**config.mk**
```make
export PLATFORM = sky130hd
export DESIGN_NAME = vga_sync_gen
export DESIGN_NICKNAME = d
export VERILOG_FILES = /design/src/rtl/vga_pkg.sv /design/src/rtl/vga_axis_counter.sv /design/src/rtl/vga_sync_gen.sv
export SDC_FILE = /design/constraint.sdc
export NUM_CORES = 1
export LEC_CHECK = 0
export CORE_ASPECT_RATIO = 1.75
export CORE_UTILIZATION = 50
export DETAILED_ROUTE_END_ITERATION = 12
export PLACE_DENSITY = 0.74
export SLEW_MARGIN = 20
export SYNTH_ARGS = -nofsm -noshare
export SYNTH_HDL_FRONTEND = slang
export SYNTH_SLANG_ARGS = --single-unit
```
**constraint.sdc**
```tcl
create_clock -name clock -period 5 [get_ports clock]
set_input_delay 1 -clock clock [delete_from_list [all_inputs] [get_ports clock]]
set_output_delay 1 -clock clock [all_outputs]
set_load 0.03 [all_outputs]
```
**src/rtl/vga_pkg.sv**
```systemverilog
// vga_pkg: shared VGA timing definitions.
//   - Default 640x480@60 timing constants (25 MHz pixel rate from a 50 MHz clock).
//   - phase_t: blanking phase of one axis (visible, front porch, sync, back porch).
//   - axis_total(): derives the H/V total from the four phase lengths.
package vga_pkg;

  typedef enum logic [1:0] {VIS, FP, SYNC, BP} phase_t;

  function automatic int axis_total(input int visible, input int front,
                                    input int sync_len, input int back);
    return visible + front + sync_len + back;
  endfunction

  localparam int DEF_C_SIZE    = 9;
  localparam int DEF_CLK_DIV   = 2;
  localparam int DEF_H_VISIBLE = 640;
  localparam int DEF_H_FRONT   = 16;
  localparam int DEF_H_SYNC    = 96;
  localparam int DEF_H_BACK    = 48;
  localparam int DEF_V_VISIBLE = 480;
  localparam int DEF_V_FRONT   = 10;
  localparam int DEF_V_SYNC    = 2;
  localparam int DEF_V_BACK    = 33;

  localparam int DEF_H_TOTAL = axis_total(DEF_H_VISIBLE, DEF_H_FRONT, DEF_H_SYNC, DEF_H_BACK);
  localparam int DEF_V_TOTAL = axis_total(DEF_V_VISIBLE, DEF_V_FRONT, DEF_V_SYNC, DEF_V_BACK);

endpackage

```
**src/rtl/vga_axis_counter.sv**
```systemverilog
// vga_axis_counter: position counter plus phase FSM for one VGA axis.
// Ports:
//   clock     in   system clock
//   reset     in   asynchronous reset, active-low
//   enable    in   advance the counter by one position this clock
//   count     out  current position, 0..TOTAL-1
//   count_nxt out  position the counter takes at the next clock edge
//   phase     out  current phase (vga_pkg::phase_t encoding)
//   wrap      out  high while enabled on the last position (counter returns to 0)
//   sync_n    out  low while the axis is in its sync phase
module vga_axis_counter #(
  parameter int VISIBLE = 640,
  parameter int FRONT   = 16,
  parameter int SYNC    = 96,
  parameter int BACK    = 48,
  parameter int W       = 10
) (
  input  logic         clock,
  input  logic         reset,
  input  logic         enable,
  output logic [W-1:0] count,
  output logic [W-1:0] count_nxt,
  output logic [1:0]   phase,
  output logic         wrap,
  output logic         sync_n
);

  localparam int TOTAL = vga_pkg::axis_total(VISIBLE, FRONT, SYNC, BACK);

  localparam logic [W-1:0] LAST       = W'(TOTAL - 1);
  localparam logic [W-1:0] FP_START   = W'(VISIBLE);
  localparam logic [W-1:0] SYNC_START = W'(VISIBLE + FRONT);
  localparam logic [W-1:0] BP_START   = W'(VISIBLE + FRONT + SYNC);

  vga_pkg::phase_t state, state_nxt;

  assign wrap = enable && (count == LAST);

  always_comb begin
    count_nxt = count;
    if (enable) count_nxt = wrap ? '0 : count + W'(1);
  end

  // The phase follows the position the counter is entering, so state and
  // count change on the same edge. Later phases are tested first so that a
  // zero-length phase is skipped rather than stuck in.
  always_comb begin
    state_nxt = state;
    if (enable) begin
      if (count_nxt == '0)              state_nxt = vga_pkg::VIS;
      else if (count_nxt == BP_START)   state_nxt = vga_pkg::BP;
      else if (count_nxt == SYNC_START) state_nxt = vga_pkg::SYNC;
      else if (count_nxt == FP_START)   state_nxt = vga_pkg::FP;
    end
  end

  always_ff @(posedge clock or negedge reset) begin
    if (!reset) begin
      count <= '0;
      state <= vga_pkg::VIS;
    end else begin
      count <= count_nxt;
      state <= state_nxt;
    end
  end

  assign phase  = state;
  assign sync_n = (state != vga_pkg::SYNC);

endmodule

```
**src/rtl/vga_sync_gen.sv**
```systemverilog
// vga_sync_gen: VGA timing generator driving the RGB pixel stage.
// Optional feature macro: VGA_FRAME_STROBE_EN (adds the frame_start port).
// Ports:
//   clock       in   system clock
//   reset       in   asynchronous reset, active-low
//   hsync       out  horizontal sync, active-low
//   vsync       out  vertical sync, active-low
//   disp_enable out  high inside the visible area
//   row         out  current line, 0..V_TOTAL-1
//   column      out  current pixel, 0..H_TOTAL-1
//   frame_start out  one-clock pulse when (row,column) becomes (0,0)
//                    (only with VGA_FRAME_STROBE_EN)
// row/column/disp_enable change together; hsync/vsync trail them by one
// clock so they line up with the pixel stage's registered RGB outputs.
module vga_sync_gen
  import vga_pkg::*;
#(
  parameter int C_SIZE    = DEF_C_SIZE,
  parameter int CLK_DIV   = DEF_CLK_DIV,
  parameter int H_VISIBLE = DEF_H_VISIBLE,
  parameter int H_FRONT   = DEF_H_FRONT,
  parameter int H_SYNC    = DEF_H_SYNC,
  parameter int H_BACK    = DEF_H_BACK,
  parameter int V_VISIBLE = DEF_V_VISIBLE,
  parameter int V_FRONT   = DEF_V_FRONT,
  parameter int V_SYNC    = DEF_V_SYNC,
  parameter int V_BACK    = DEF_V_BACK
) (
  input  logic          clock,
  input  logic          reset,
  output logic          hsync,
  output logic          vsync,
  output logic          disp_enable,
  output logic [C_SIZE:0] row,
  output logic [C_SIZE:0] column
`ifdef VGA_FRAME_STROBE_EN
  ,
  output logic          frame_start
`endif
);

  localparam int W       = C_SIZE + 1;
  localparam int H_TOTAL = axis_total(H_VISIBLE, H_FRONT, H_SYNC, H_BACK);
  localparam int V_TOTAL = axis_total(V_VISIBLE, V_FRONT, V_SYNC, V_BACK);
  localparam int DIV_W   = (CLK_DIV > 1) ? $clog2(CLK_DIV) : 1;

  localparam logic [DIV_W-1:0] DIV_LAST = DIV_W'(CLK_DIV - 1);
  localparam logic [W:0]       H_VIS_L  = (W + 1)'(H_VISIBLE);
  localparam logic [W:0]       V_VIS_L  = (W + 1)'(V_VISIBLE);

  if (CLK_DIV < 1) begin : g_bad_div
    $error("vga_sync_gen: CLK_DIV must be >= 1");
  end
  if (H_TOTAL > (1 << W)) begin : g_bad_htotal
    $error("vga_sync_gen: H_TOTAL does not fit in C_SIZE+1 bits");
  end
  if (V_TOTAL > (1 << W)) begin : g_bad_vtotal
    $error("vga_sync_gen: V_TOTAL does not fit in C_SIZE+1 bits");
  end

  logic [DIV_W-1:0] div_cnt;
  logic             tick;
  logic [W-1:0]     h_count, h_nxt, v_count, v_nxt;
  logic [1:0]       h_phase, v_phase;
  logic             h_wrap, v_wrap, h_sync_n, v_sync_n;

  // With CLK_DIV=1 div_cnt stays 0 and tick is permanently high.
  assign tick = (div_cnt == DIV_LAST);

  vga_axis_counter #(
    .VISIBLE(H_VISIBLE), .FRONT(H_FRONT), .SYNC(H_SYNC), .BACK(H_BACK), .W(W)
  ) u_h (
    .clock(clock), .reset(reset), .enable(tick),
    .count(h_count), .count_nxt(h_nxt), .phase(h_phase),
    .wrap(h_wrap), .sync_n(h_sync_n)
  );

  // The vertical axis steps once per line, on the tick that wraps the column.
  vga_axis_counter #(
    .VISIBLE(V_VISIBLE), .FRONT(V_FRONT), .SYNC(V_SYNC), .BACK(V_BACK), .W(W)
  ) u_v (
    .clock(clock), .reset(reset), .enable(h_wrap),
    .count(v_count), .count_nxt(v_nxt), .phase(v_phase),
    .wrap(v_wrap), .sync_n(v_sync_n)
  );

  // Counters are registers already; disp_enable is computed from the next
  // positions so it registers on the same edge as row/column.
  assign column = h_count;
  assign row    = v_count;

  always_ff @(posedge clock or negedge reset) begin
    if (!reset) begin
      div_cnt     <= '0;
      disp_enable <= 1'b0;
      hsync       <= 1'b1;
      vsync       <= 1'b1;
    end else begin
      div_cnt     <= tick ? '0 : div_cnt + DIV_W'(1);
      disp_enable <= ({1'b0, h_nxt} < H_VIS_L) && ({1'b0, v_nxt} < V_VIS_L);
      hsync       <= h_sync_n;
      vsync       <= v_sync_n;
    end
  end

`ifdef VGA_FRAME_STROBE_EN
  always_ff @(posedge clock or negedge reset) begin
    if (!reset) frame_start <= 1'b0;
    else        frame_start <= h_wrap && v_wrap;
  end
`endif

  logic unused_status;
  assign unused_status = ^{h_phase, v_phase, v_wrap};

endmodule

```
# Yosys cells after proc, flatten, opt, wreduce, memory -nomap -nowiden
# Cells that the tools add are included.
word_totals:
  out_inout_bits: 23
  ff_bits: 28
  wordCells: 45
  in_bits: 2
op_classes:
  reduce_logical: 9
  add_sub_neg: 3
  eq_ne: 10
  mux: 13
  magnitude_cmp: 2
ops:
  columns: ["op", "count"]
  rows:
  - ["equality test 10 bit (second input constant)", 5]
  - ["2-to-1 mux 10 bit", 4]
  - ["equality test 10 x 9 -> 1 bit (second input constant)", 3]
  - ["adder 10 x 1 -> 10 bit (second input constant)", 2]
  - ["zero test 10 bit", 2]
  - ["2-to-1 mux 2 bit", 8]
  - ["less-than comparator 10 bit (second input constant)", 1]
  - ["less-than comparator 10 x 9 -> 1 bit (second input constant)", 1]
  - ["nonzero test 4 bit", 2]
  - ["inequality test 2 bit (second input constant)", 2]
  - ["AND reduction 2 bit", 2]
  - ["logical AND 1 bit", 3]
  - ["adder 1 bit (second input constant)", 1]
  - ["2-to-1 mux 1 bit", 1]

# Depth between registers and ports, before layout
# Gate-level depths: netlist (run 1).
depth:
  depth_word: 10
  depth_mapped: 10
  ltp_nobuf: 9

# Hierarchy
# Synthesis (run 1) repeated with hierarchy kept, for this count alone.
hier_totals:
  cells_unflattened: 207
  hier_area_um2: 1946.9
modules_own_cells:
  columns: ["mod", "area_per_inst_um2", "n_inst", "seq_area_each_um2", "cells_per_inst"]
  rows:
  - ["vga_axis_counter at u_v", 1019.7, 1, 300.3, 115]
  - ["vga_axis_counter at u_h", 800.8, 1, 300.3, 84]
  - ["vga_sync_gen", 126.4, 1, 102.6, 8]

# Worst setup path before layout (run 1)
# Ideal clock, no wire load.
synth_timing:
  kind: "register to register"
  from: "register u_h.count[0]"
  to: "register u_v.state[0] (netlist: u_v.phase[0])"
  setup_time_ns: 0.069
  t_arrival_ns: 2.759
  period_less_slack_ns: 2.828
  required_ns: 4.931
  path_slack_ns: 2.172
  path_buffers: 0
  stages_incl_launch_ff: 9
  path_cell_list: "dfrtp_1 > ha_1 > nand3_1 > or4_4 > or4_4 > nand3b_4 > nand3b_4 > or4_1 > nand3_1"
synth_between:
  elab_chain_len: 9
  word_cells_on_any_way: 14
  classes_between: "eq/ne (4); mux (5); reduce/logical (5)"
synth_rtl:
  columns: ["item", "line_no", "source"]
  rows:
  - ["start: declaration", "vga_axis_counter.sv:21", "output logic [W-1:0] count,"]
  - ["start signal: assignment", "vga_axis_counter.sv:62", "count <= count_nxt;"]
  - ["equality test 10 bit (*)", "vga_axis_counter.sv:37", "assign wrap = enable && (count == LAST);"]
  - ["logical AND 1 bit (*)", "vga_axis_counter.sv:37", null]
  - ["logical AND 1 bit", "vga_axis_counter.sv:37", null]
  - ["2-to-1 mux 10 bit (2 in series)", "vga_axis_counter.sv:41", "if (enable) count_nxt = wrap ? '0 : count + W'(1);"]
  - ["equality test 10 x 9 -> 1 bit", "vga_axis_counter.sv:52", "else if (count_nxt == SYNC_START) state_nxt = vga_pkg::SYNC;"]
  - ["2-to-1 mux 2 bit", "vga_axis_counter.sv:52", null]
  - ["2-to-1 mux 2 bit", "vga_axis_counter.sv:51", "else if (count_nxt == BP_START) state_nxt = vga_pkg::BP;"]
  - ["2-to-1 mux 2 bit", "vga_axis_counter.sv:50", "if (count_nxt == '0) state_nxt = vga_pkg::VIS;"]
  - ["end signal: assignment", "vga_axis_counter.sv:60", "state <= vga_pkg::VIS;"]
  - ["end signal: assignment", "vga_axis_counter.sv:63", "state <= state_nxt;"]
  - ["end: declaration", "vga_axis_counter.sv:35", "vga_pkg::phase_t state, state_nxt;"]
# Every way passes the cells marked *; elsewhere a longest branch is shown, timed or not.
# A chain may end at the register's enable or synchronous reset.

# Final worst setup path (run 1)
# Same ends and word-level chain as after synthesis.

==> metrics.cfg, run 1 <==
[sta]
tns_ns=0
timing.final.crit_share_pct=58.6
finalSetupViolCount=0
relSlewSlack_pct=38.8
maxSlewViolCount=0
clock_skew_ns=0.00629
tightest_slew_ns=0.910
final_hold_viol_count=0
rsz0062_at_grt=false
min_period_ns=2.93
holdWs_ns=0.402
max_clock_freq_mhz=341

[job]
maxCapViolations=0

[cells_and_area]
area_delta_synth_final_pct=18.7
regArea_um2=703
final_cells=257
diodes=0
fillers=314
fin_nets=218
finish.utilization_pct=62.5
drive_above_1_share_pct=9.43
multi_input_area_um2=997

[grt]
grt_max_degree=29
grt_use_total_pct=25.8
grt.overflow.total=0
grt_pass1_vias=1515
grt_pass1_wl_um=7000
antenna_found_initial=0

[clock_network]
post-cts-setup-buffer-count=0
cts_inserted_buffers=3
cts_tree=done
cts.repair.resized=0
ctsHoldBuffers=0
cts.sinks=28
cts_buffer_depth=2
root_buffer=clkbuf_8
htreeDepth=1
clkTransAtPathRegs_ns=0.09
clock_latency_ns=0.28

[worst_setup_path]
crit_arrival_ns=3.16
end_kind=flip-flop
crit-reg2reg-launch=u_h.count[0]
critPathLaunch=u_h.count[0]
cp_max_fo=22
cp.required_ns=5.22
startpoint_type=flip-flop
crit_type=reg -> reg

[floorplanning]
io_pins=25
dieArea_mm2=0.00379
start_util_pct=52.6
rows=28
die_width_um=47.0
chipHeight_um=80.7
core_area_mm2=0.00336

[synth]
yosysTopAreaCell=dfrtp_1
ys.flop_type=dfrtp_1
netlist_area_mm2=0.00177
ys_warn_count=0
synth_top_area_share_pct=36.7
syn_area_per_cell_um2=9.17
yosys_register_bits=28
synthCells=193
ys_types=49
async_reset_ff_share_pct=100
synth_edf_count=0
synthesis.nets=198
seq_area_frac_synth_pct=39.7
netlist_top_cells_area=dfrtp_1 37%, nand2_1 3.8%, xnor2_1 3.5%

[power_and_ir_drop]
p_sw_uw=75.1
p_int_uw=335
sequentialPowerShare_pct=55.2
combPwrFrac_pct=1.4
leakagePower_uw=0.000873
netSwitchingFraction_pct=18.3
ir_drop_v=0.000194
power.density_mw_per_mm2=195
fin_total_pwr_uw=410
pwr-share-clk_pct=43.5

[routing]
vias=1578
drt_wl_total_um=4170
viasPerCell=6.14
wl_per_cell_um=16.2
first_pass_iters=4
ant_nets=0
drc_errors=0
first_iter_violations=65

[placement]
place_hpwl_um=3120
gp_congestion=0.871
io_buffers=24
dp_cells=253

[worst_hold_path]
hold_path_class=reg -> reg
min_from=u_v.phase[1]

[run_status]
outcome=complete, no violations

## cell usage after synthesis (2+ instances only)
library cell  number
inv_1              7
and3_1             3
nand4_1            9
xor2_1             5
nor2_1            11
nand3_1           11
ha_1               3
xnor2_1            7
or2_2              5
o22ai_1            2
a21boi_0           2
o31a_1             3
clkbuf_1           5
or3_1              4
a211oi_1           2
o22a_1             2
nand2_1           18
nand3b_4           2
or4_4              2
mux2i_1            2
nor2b_1            4
dfstp_2            2
a21oi_1            3
nor3_1             5
dfrtp_1           26
or4_1              2
buf_2              4
o21ai_0            8
nand2b_1           5
nor4_1             8
o21a_1             2
o21bai_1           2
## sequential cells by signal, indices dropped and copies added, names as in the netlist
name / count
disp_enable: 1
u_v.count: 10
u_h.phase: 2
u_v.phase: 2
vsync: 1
hsync: 1
div_cnt: 1
u_h.count: 10
## cell usage in the layout, fill, tap and decap left out, types with 3 or more instances in the layout
master	n
or2_2	5
nand2_1	18
nor3_1	5
nand2b_1	5
clkbuf_8	3
o21ai_0	8
nand4_1	9
xor2_1	5
nor2_1	11
a21oi_1	3
xnor2_1	7
ha_1	3
clkdlybuf4s50_1	24
or3_1	4
o31a_1	3
nand3_1	11
nor4_1	8
and3_1	3
nor2b_1	4
dfrtp_1	26
inv_1	7
## final cells by class
type                       instances  area share (%)
tap                               45            2.68
inverter                           7            1.25
sequential                        28            33.5
timing repair buffer              25            11.8
clock inverter                     1            1.43
clock buffer                       3            1.96
multi-input combinational        148            47.4
## power groups by stage
| stage | clock (uW) | combinational, uW | sequential [uW] |
|---|---|---|---|
| 3_3_place_gp | 0 | 5.93 | 231 |
| 6_report | 178 | 5.54 | 226 |
| 5_1_grt | 191 | 6.59 | 226 |
| 4_1_cts | 182 | 5.84 | 226 |
| 2_1_floorplan | 0 | 0.000406 | 231 |
| 3_5_place_dp | 0 | 5.80 | 231 |
## worst max-delay path, cell delays in order (launching register included)
cell and delay (ns):
dfrtp_1 0.44, ha_1 0.23, nand3_1 0.18, or4_4 0.60, or4_4 0.61, nand3b_4 0.12
nand3b_4 0.09, or4_1 0.51, nand3_1 0.09
## logic make-up (layout without fill, tap and decap cells)
kind of cell    Yosys count  in the layout  synth area share [%]
xor+xnor                 12             12                  5.94
buf+inv                  17             36                  3.96
fa+ha+maj                 3              3                  2.12
flops                    28             28                  39.7
compound gates           35             35                  13.8
simple gates             95             95                  32.7
mux                       3              3                  1.77
## layer usage
metal  global-route usage (%)  vias up  wire length [um]
li1                         -      747                 -
met1                     29.9      776              1590
met2                     43.9       44              2310
met3                     2.70       11               134
met4                     14.6        0               135
met5                        0        -                 0
## path summary, 6_finish.rpt
| check | end | slack (ns) | cells after the start |
|---|---|---|---|
| max in group asynchronous | vsync | 3.60 | 2 |
| max reg2reg | u_v.phase[0] | 2.07 | 8 |
| max | u_v.phase[0] | 2.07 | 8 |
| min | vsync | 0.40 | 1 |
| min reg2reg | vsync | 0.40 | 1 |
| min in group asynchronous | u_v.count[0] | 1.09 | 2 |
## per-stage QoR
stage | worst slack [ns] | instance area, um^2
5_1_grt | 1.78 | 2100
3_3_place_gp | 2.17 | 2030
3_5_place_dp | 2.11 | 2030
4_1_cts | 2.07 | 2100
2_1_floorplan | 2.17 | 1770
6_report | 2.07 | 2100
No activity file was read; power rests on OpenSTA's default activity.
==> inputs of run 2 (changes only) <==
==> constraint.sdc (replaced) <==
create_clock -name clock -period 3 [get_ports clock]
set_input_delay 0.6 -clock clock [delete_from_list [all_inputs] [get_ports clock]]
set_output_delay 0.6 -clock clock [all_outputs]
set_load 0.03 [all_outputs]
==> run 2 against run 1 <==
Effect of this change:
- clock power is 71% higher
- highest routed layer unchanged
- flip-flop and latch count is the same
- global-route usage up 0.40 points
- critical path depth unchanged
- critical endpoint is now u_v.phase[1]
- non-clock buffer count is 11 higher
==> metrics.cfg, run 2 (synthesized netlist as in run 1, its figures left out) <==
[cells_and_area]
most-common-layout-cells=26 x dfrtp_1, 24 x clkdlybuf4s50_1, 18 x nand2_1, 12 x buf_4
multi_input_area_mm2=0.00101
diodes=0
fin_nets=229
top_regs=u_h.count x10, u_v.count x10
drive_above_1_share_pct=14.8
mostFrequentLayoutCell=dfrtp_1
area_delta_synth_final_pct=23.9
fillers=298
regArea_um2=703

[worst_setup_path]
crit_type=reg -> reg
cp.required_ns=3.17
r2r-end=u_v.phase[1]
r2r_setup_slack_ns=0.18
crit_end=u_v.phase[1]
startpoint_type=flip-flop
crit_arrival_ns=2.98
critPathLaunch=u_h.count[6]
end_kind=flip-flop
crit-reg2reg-launch=u_h.count[6]
cp_max_fo=12
r2r_cells=8

[sta]
finalSetupViolCount=0
tns_ns=0
maxSlewViolCount=0
rsz0062_at_grt=false
relSlewSlack_pct=65.5
min_period_ns=2.82
final_hold_viol_count=0
clock_skew_ns=0.00515
max_clock_freq_mhz=355
holdWs_ns=0.403
timing.final.crit_share_pct=93.8
tightest_slew_ns=0.515

[clock_network]
cts_tree=done
clkTransAtPathRegs_ns=0.10
clock_latency_ns=0.28
cts_buffer_depth=2
root_buffer=clkbuf_8
htreeDepth=1
cts_inserted_buffers=3
post-cts-setup-buffer-count=0
cts.sinks=28

[power_and_ir_drop]
leakagePower_uw=0.000929
fin_total_pwr_uw=692
power.density_mw_per_mm2=315
ir_drop_v=0.000284

[routing]
top_layer_used=met4
viasPerCell=5.87
met2_length_um=2360
first_iter_violations=29
routedLengthMet1_um=1600
first_pass_iters=4
ant_nets=0
wl_met3_um=95
wl_per_cell_um=15.9
vias=1572
drc_errors=0
drt_wl_total_um=4250

[grt]
grt.overflow.total=0
antenna_found_initial=0
grt_pass1_vias=1579
grt_use_total_pct=26.2
grt_pass1_wl_um=7130
grt_max_degree=29

[placement]
gp_congestion=0.941
io_buffers=24
place_hpwl_um=3310

[floorplanning]
chipHeight_um=80.7
start_util_pct=52.6
io_pins=25
dieArea_mm2=0.00379
rows=28
core_area_mm2=0.00336
die_width_um=47.0

[job]
maxCapViolations=0

[worst_hold_path]
hold_path_class=reg -> reg

[run_status]
outcome=complete, no violations

-- run 2: final cells by class --
class / instances / share of cell area (%)
multi-input combinational: 148 / 45.9
sequential: 28 / 32.1
timing repair buffer: 36 / 15.1
tap: 45 / 2.57
clock buffer: 3 / 1.88
clock inverter: 1 / 1.37
inverter: 7 / 1.20
-- run 2: how the worst min path moves through the flow --
stage	start	endpoint	depth (start not counted)
2_1_floorplan	reset	disp_enable	0
3_3_place_gp	u_h.phase[1]	hsync	1
3_5_place_dp	u_h.phase[1]	hsync	1
4_1_cts	u_h.phase[1]	hsync	1
5_1_grt	u_v.phase[1]	vsync	1
6_report	u_h.phase[1]	hsync	1
-- run 2: power by group --
group          switching, uW  internal [uW]
registers                  0            377
logic                   7.32           1.99
clock network            126            179
-- run 2: what timing repair did --
| item | 4_1_cts | 5_1_grt |
|---|---|---|
| hold buffers | 0 | 0 |
| hold endpoints to repair | 0 | 0 |
| resized for setup | 0 | 2 |
| endpoints found under the setup margin | 0 | 1 |
-- run 2: routing by layer --
| layer | vias to the layer above | track usage, % |
|---|---|---|
| met3 | 13 | 2.47 |
| met1 | 759 | 27.9 |
| li1 | 767 | - |
| met2 | 33 | 46.5 |
| met5 | - | 0 |
| met4 | 0 | 16.0 |
-- run 2: worst max-delay path: stages (launching register included) --
cell and delay (ns):
dfrtp_1 0.44, nand4bb_4 0.28, or4_4 0.58, buf_4 0.21
o31a_1 0.32, nor4_2 0.30, nand4_1 0.16, a211oi_1 0.28
o22ai_1 0.11
-- run 2: metrics by stage --
| stage | util, % | setup slack [ns] | cells | instance area (um^2) |
|---|---|---|---|---|
| finish | 65.2 | 0.185 | 268 | 2190 |
| global route | 65.2 | 0.00450 | 268 | 2190 |
| CTS | 65.0 | 0.131 | 268 | 2180 |
| detailed placement | 62.8 | 0.148 | 264 | 2110 |
| global placement | 62.8 | 0.295 | 264 | 2110 |
| floorplan | - | 0.172 | 193 | 1770 |
